===== config.mk =====
export PLATFORM = sky130hd
export DESIGN_NAME = ls_functional_unit
export DESIGN_NICKNAME = d
export VERILOG_FILES = /design/src/rtl/ls_functional_unit.sv
export SDC_FILE = /design/constraint.sdc
export NUM_CORES = 2
export LEC_CHECK = 0
export ABC_CLOCK_PERIOD_IN_PS = 6250
export CORE_MARGIN = 5
export CORE_UTILIZATION = 50
export DETAILED_ROUTE_END_ITERATION = 10
export PLACE_DENSITY = 0.66
export REMOVE_ABC_BUFFERS = 1
export SYNTH_ARGS = -nofsm -noshare
export SYNTH_HDL_FRONTEND = slang
export SYNTH_SLANG_ARGS = --single-unit

===== constraint.sdc =====
create_clock -name in_clk -period 6.25 [get_ports in_clk]
set_clock_uncertainty 0.05 [all_clocks]
set_input_delay 0.9375 -clock in_clk [delete_from_list [all_inputs] [get_ports in_clk]]
set_output_delay 0.9375 -clock in_clk [all_outputs]
set_load 0.03 [all_outputs]

===== src/rtl/ls_functional_unit.sv =====
// Load/store FU: one LDUR/STUR in flight against a private word-addressed memory,
// LATENCY cycles accept-to-done; out_rs_ready stays low until the completion cycle.
`ifndef GPR_SIZE
`define GPR_SIZE 64
`endif
`ifndef ROB_IDX_SIZE
`define ROB_IDX_SIZE 4
`endif

package ls_fu_pkg;
  typedef enum logic [1:0] {
    FU_OP_LDUR = 2'd0,
    FU_OP_STUR = 2'd1
  } fu_op_t;
endpackage

module ls_functional_unit
  import ls_fu_pkg::*;
#(
  parameter int LATENCY      = 3,
  parameter int MEM_WORDS    = 64,
  parameter int MEM_IDX_SIZE = 6
) (
  input  logic                     in_clk,
  input  logic                     in_rst,
  input  logic                     in_rs_start,
  input  fu_op_t                   in_rs_op,
  input  logic [`GPR_SIZE-1:0]     in_rs_val_a,
  input  logic [`GPR_SIZE-1:0]     in_rs_val_b,
  input  logic [`ROB_IDX_SIZE-1:0] in_rs_dst_rob_index,
  input  logic                     in_rob_is_mispred,
  output logic                     out_rs_ready,
  output logic                     out_rob_done,
  output logic [`ROB_IDX_SIZE-1:0] out_rob_dst_rob_index,
  output logic [`GPR_SIZE-1:0]     out_rob_value,
  output logic                     out_rob_error
);
  localparam logic [0:0] IDLE = 1'b0;
  localparam logic [0:0] BUSY = 1'b1;
  localparam logic [`GPR_SIZE-1:0] MEM_BYTES = `GPR_SIZE'(MEM_WORDS) << 3;

  logic [0:0]               state_q, state_d;
  logic [3:0]               cnt_q, cnt_d;
  fu_op_t                   op_q, op_d;
  logic [`GPR_SIZE-1:0]     addr_q, addr_d;
  logic [`GPR_SIZE-1:0]     data_q, data_d;
  logic [`ROB_IDX_SIZE-1:0] tag_q, tag_d;
  logic                     ready_q, ready_d;
  logic                     done_q, done_d;
  logic [`ROB_IDX_SIZE-1:0] dst_q, dst_d;
  logic [`GPR_SIZE-1:0]     value_q, value_d;
  logic                     error_q, error_d;
  logic                     op_err;
  logic                     wr_en;
  logic [MEM_IDX_SIZE-1:0]  mem_idx;

  // Contents are architectural state: zero at power-up, never touched by reset.
  logic [`GPR_SIZE-1:0] mem_q [MEM_WORDS] = '{default: '0};

  assign mem_idx = addr_q[MEM_IDX_SIZE+2:3];
  assign op_err  = (addr_q[2:0] != 3'd0) || (addr_q >= MEM_BYTES) ||
                   !(op_q inside {FU_OP_LDUR, FU_OP_STUR});

  always_comb begin
    state_d = state_q;
    cnt_d   = cnt_q;
    op_d    = op_q;
    addr_d  = addr_q;
    data_d  = data_q;
    tag_d   = tag_q;
    ready_d = ready_q;
    done_d  = 1'b0;
    dst_d   = dst_q;
    value_d = value_q;
    error_d = error_q;
    wr_en   = 1'b0;
    if (state_q == IDLE) begin
      if (in_rs_start && !in_rob_is_mispred) begin
        state_d = BUSY;
        cnt_d   = 4'(LATENCY - 1);
        op_d    = in_rs_op;
        addr_d  = in_rs_val_a;
        data_d  = in_rs_val_b;
        tag_d   = in_rs_dst_rob_index;
        ready_d = 1'b0;
      end
    end else begin
      // Flush takes priority even in the completion cycle.
      if (in_rob_is_mispred) begin
        state_d = IDLE;
        ready_d = 1'b1;
      end else if (cnt_q != 4'd0) begin
        cnt_d = cnt_q - 4'd1;
      end else begin
        state_d = IDLE;
        ready_d = 1'b1;
        done_d  = 1'b1;
        dst_d   = tag_q;
        error_d = op_err;
        value_d = (!op_err && op_q == FU_OP_LDUR) ? mem_q[mem_idx] : '0;
        wr_en   = !op_err && (op_q == FU_OP_STUR);
      end
    end
  end

  always_ff @(posedge in_clk) begin
    if (in_rst) begin
      state_q <= IDLE;
      cnt_q   <= '0;
      op_q    <= FU_OP_LDUR;
      addr_q  <= '0;
      data_q  <= '0;
      tag_q   <= '0;
      ready_q <= 1'b1;
      done_q  <= 1'b0;
      dst_q   <= '0;
      value_q <= '0;
      error_q <= 1'b0;
    end else begin
      state_q <= state_d;
      cnt_q   <= cnt_d;
      op_q    <= op_d;
      addr_q  <= addr_d;
      data_q  <= data_d;
      tag_q   <= tag_d;
      ready_q <= ready_d;
      done_q  <= done_d;
      dst_q   <= dst_d;
      value_q <= value_d;
      error_q <= error_d;
    end
  end

  always_ff @(posedge in_clk) begin
    if (wr_en && !in_rst) begin
      mem_q[mem_idx] <= data_q;
    end
  end

  assign out_rs_ready          = ready_q;
  assign out_rob_done          = done_q;
  assign out_rob_dst_rob_index = dst_q;
  assign out_rob_value         = value_q;
  assign out_rob_error         = error_q;
endmodule


==> summary.md <==
| Metric | Value |
|---|---|
| Finish-stage setup viols | 0 |
| Setup CP Type | reg2reg |
| DR pass1 iterations | 7 |
| Required @ worst endpoint | 7.09 ns |
| PwrDens | 321 nW/um2 |
| Register area share after synthesis | 0.788 |
| GRT Util Overall | 0.263 |
| # IOs | 209 |
| Worst endpoint data arrival time | 5.16 ns |
| Crit end category | flip-flop |
| Hold Path Origin | in_rst |
| Pin count of the biggest net entering global routing | 125 |
| CTS H-Tree Depth | 5 |
| Post-synth top area cell | edfxtp_1 |
| Critical path peak fanout | 42 |
| Layout net count | 8,374 |
| Fill count | 23,100 |
| Layout cell share with drive strength beyond 1 | 0.216 |
| Syn Std Cell Area | 162,000 um2 |
| Num CTS Buffers | between 400 and 500 |
| HP Class | in2reg |
| Vias in the first global route | 81,600 |
| Aggregate routed wire length | 445,000 um |
| Hold EP | data_q[21]$_SDFFE_PP0P_ |
| GPL Wtd Cong | between 0.8 and 0.9 |
| Clock sink count | 4,312 |
| Area of the multi-input gates | 32,800 um2 |
| Fmax | 231 MHz |
| Via count of the routed design | 83,800 |
| Number of DRC markers in iteration 0 | roughly 13,000 |
| Starting Density | 0.503 |
| Slew @ Worst Pin | 1.41 ns |
| Total power draw | 59.4 mW |
| Yosys reg bits | 4,312 |
| Slew HR | 0.0543 |
| Post-synth EDFFs | between 4,000 and 5,000 |
| Setup_tns | 0 ns |
| Total of max-cap violations | 0 |
| Die width | 578 um |
| Hold_buf cts | 0 |
| Register Area | 127,000 um2 |
| CTS Root Buffer Type | clkbuf_16 |
| Post-route cell area | 185,000 um2 |
| WHS Path Cells | 2 |
| Reg clk slew, reported paths | ~0.06 ns |
| Syn_area_per_cell | 20.9 um2 |
| Syn Inst Count | approximately 7,700 |
| CTS tree | built |
| Reg2reg setup slack | 1.92 ns |
| Synth Flop Type | edfxtp_1 |
| Total die area | 335,000 um2 |
| Postcts setup bufs | 0 |
| Register-to-Register Path Depth | 6 |
| Hold Fails Final Rpt | 0 |
| Synth area leaders | edfxtp_1 76%, mux4_2 11%, mux2i_1 3.1% |
| Slew Viols, Final | 0 |
| Ys async rst share | 0 |
| Syn. warnings | 0 |
| PortBufs | 208 |
| Minimum clock period after layout | 4.33 ns |
| Post-DP Area | 171,000 um2 |
| Post-DR wirelength/cell | 34.5 um |
| Die height | ~580 um |
| RSZ-0062 raised after global routing | false |
| Maximum VDD drop | 236 uV |
| Via density | around 6.5 |
| Synth unique cells | 50 |
| First-pass GRT wire length | 626,000 um |
| Status | complete, no violations |
| Synth top area share | 0.761 |
| Core Rows | approximately 210 |
| DPL Wire Length | about 270,000 um |
| Syn-to-layout area delta | 14.5% |
| Startpoint types | flip-flop |
| Leak | between 60 and 70 nW |
| RR Endpoint | out_rob_value[57]$_SDFFE_PP0P_ |
| Remaining DRCs | 0 |
| Clk buf depth | 4 |
| Final period utilization | 0.692 |
| Antenna Violating Nets Remaining | 0 |
| Skew-Pair Late Insertion Delay | 0.97 ns |
| Core outline area | 321,000 um2 |
| # resized after CTS | 0 |
| Remaining Overflow, GRT | 0 |
| Antenna violations before repair | 31 |
==> cells by family (layout without fill, tap and decap cells) <==
| family | Yosys count | in the layout | synth area share |
|---|---|---|---|
| flops | 4312 | 4312 | 0.788 |
| compound gates | 962 | 962 | 0.0393 |
| buf+inv | 463 | 1334 | 0.0132 |
| other cells | 0 | 9 | 0 |
| xor+xnor | 3 | 3 | 0.000163 |
| mux | 1283 | 1283 | 0.139 |
| simple gates | 697 | 697 | 0.0197 |
| fa+ha+maj | 2 | 2 | 0.000155 |
==> worst max-delay path by stage <==
stage	from	end	slack, ns
after global placement	flip-flop	out_rob_value[63]$_SDFFE_PP0P_	1.11
after CTS	flip-flop	out_rob_value[37]$_SDFFE_PP0P_	1.99
after detailed placement	in_rob_is_mispred	mem_q[42][20]$_DFFE_PP_	1.20
final	flip-flop	out_rob_value[57]$_SDFFE_PP0P_	1.92
after floorplan	flip-flop	out_rob_value[12]$_SDFFE_PP0P_	-45.02
after global routing	flip-flop	out_rob_value[7]$_SDFFE_PP0P_	1.75
==> routing by layer <==
metal | global-route usage | part of all wire | wire length, um | vias up
li1 | - | - | - | 33400
met1 | 0.395 | 0.39 | 175000 | 44100
met2 | 0.392 | 0.45 | 202000 | 5592
met3 | 0.0671 | 0.13 | 57600 | 683
met4 | 0.0616 | 0.023 | 10400 | 6
met5 | 0 | 0.000076 | 34 | -
==> layout by cell type (no fill, tap or decap), types with 8 or more instances in the layout <==
| cell type | n |
|---|---|
| dfxtp_1 | 207 |
| nor4_1 | 60 |
| nor2_1 | 10 |
| nand3_1 | 133 |
| a22oi_1 | 378 |
| nor2_4 | 69 |
| clkinv_2 | 100 |
| clkbuf_8 | 16 |
| clkinv_16 | 9 |
| a21oi_1 | 203 |
| nand2_1 | 351 |
| mux2i_1 | 504 |
| buf_4 | 256 |
| mux2_2 | 8 |
| clkbuf_16 | 431 |
| diode_2 | 9 |
| buf_12 | 79 |
| clkinv_1 | 69 |
| clkdlybuf4s50_1 | 207 |
| a41oi_1 | 56 |
| edfxtp_1 | 4096 |
| nand4_1 | 11 |
| inv_6 | 8 |
| nor4_2 | 19 |
| o21ai_0 | 64 |
| clkinvlp_4 | 13 |
| clkbuf_1 | 93 |
| mux4_2 | 771 |
| bufinv_16 | 34 |
| o22ai_1 | 238 |
==> synthesized netlist by cell type, drive strengths merged, types with 2 or more instances <==
cell	instances
mux4	771
buf	225
nand4	12
o22ai	238
ha	2
a222oi	2
o22a	7
a21oi	204
inv	3
clkbuf	235
or4b	2
or3b	2
nor2	79
or3	2
nand3b	2
xnor2	2
nor2b	7
mux2	8
o21ai	64
nor3b	2
nand3	136
or2	2
nor4	80
nand2b	3
nor3	5
o221ai	7
and2	3
a41oi	56
a211oi	3
a22oi	378
mux2i	504
edfxtp	4096
dfxtp	216
nand2	356
==> sequential cells by signal, indices dropped and copies added, names as in the netlist, named ones only <==
signal / cells
out_rob_error: 1
out_rob_dst_rob_index: 4
addr_q: 64
tag_q: 4
op_q: 2
cnt_q: 4
mem_q: 4096
state_q: 1
out_rs_ready: 1
out_rob_value: 64
out_rob_done: 1
data_q: 64
==> stage by stage <==
stage	instances	hold WS [ns]	setup slack [ns]	util
CTS	12900	0.239	1.99	0.575
finish	12900	0.323	1.92	0.575
detailed placement	12100	0.397	1.20	0.532
global placement	12100	0.394	1.11	0.532
global route	12900	0.339	1.75	0.575
floorplan	7262	0.380	-45.02	-
==> worst max-delay path, stage by stage (launching register included) <==
cell     delay [ns]
dfxtp_1        1.03
or3_4          0.85
buf_4          0.38
o22ai_1        0.23
nor4_1         1.20
a21oi_1        0.17
o21ai_0        0.22
==> cell type report <==
class / count / share of cell area
Clock buffer: 540 / 0.0614
Sequential cell: 4312 / 0.689
Timing Repair Buffer: 544 / 0.0303
Antenna cell: 9 / 0.000122
Inverter: 3 / 0.0000609
Clock inverter: 247 / 0.0130
Tap cell: 4305 / 0.0291
Multi-Input combinational cell: 2947 / 0.177
==> report_power, final <==
part	internal, mW	total [mW]	switching (mW)
clock	14.3	25.2	10.9
combinational	0.814	2.53	1.72
sequential	31.6	31.7	0.0835
total	46.7	59.4	12.7
Note: power is estimated with default switching activity, not from simulation.
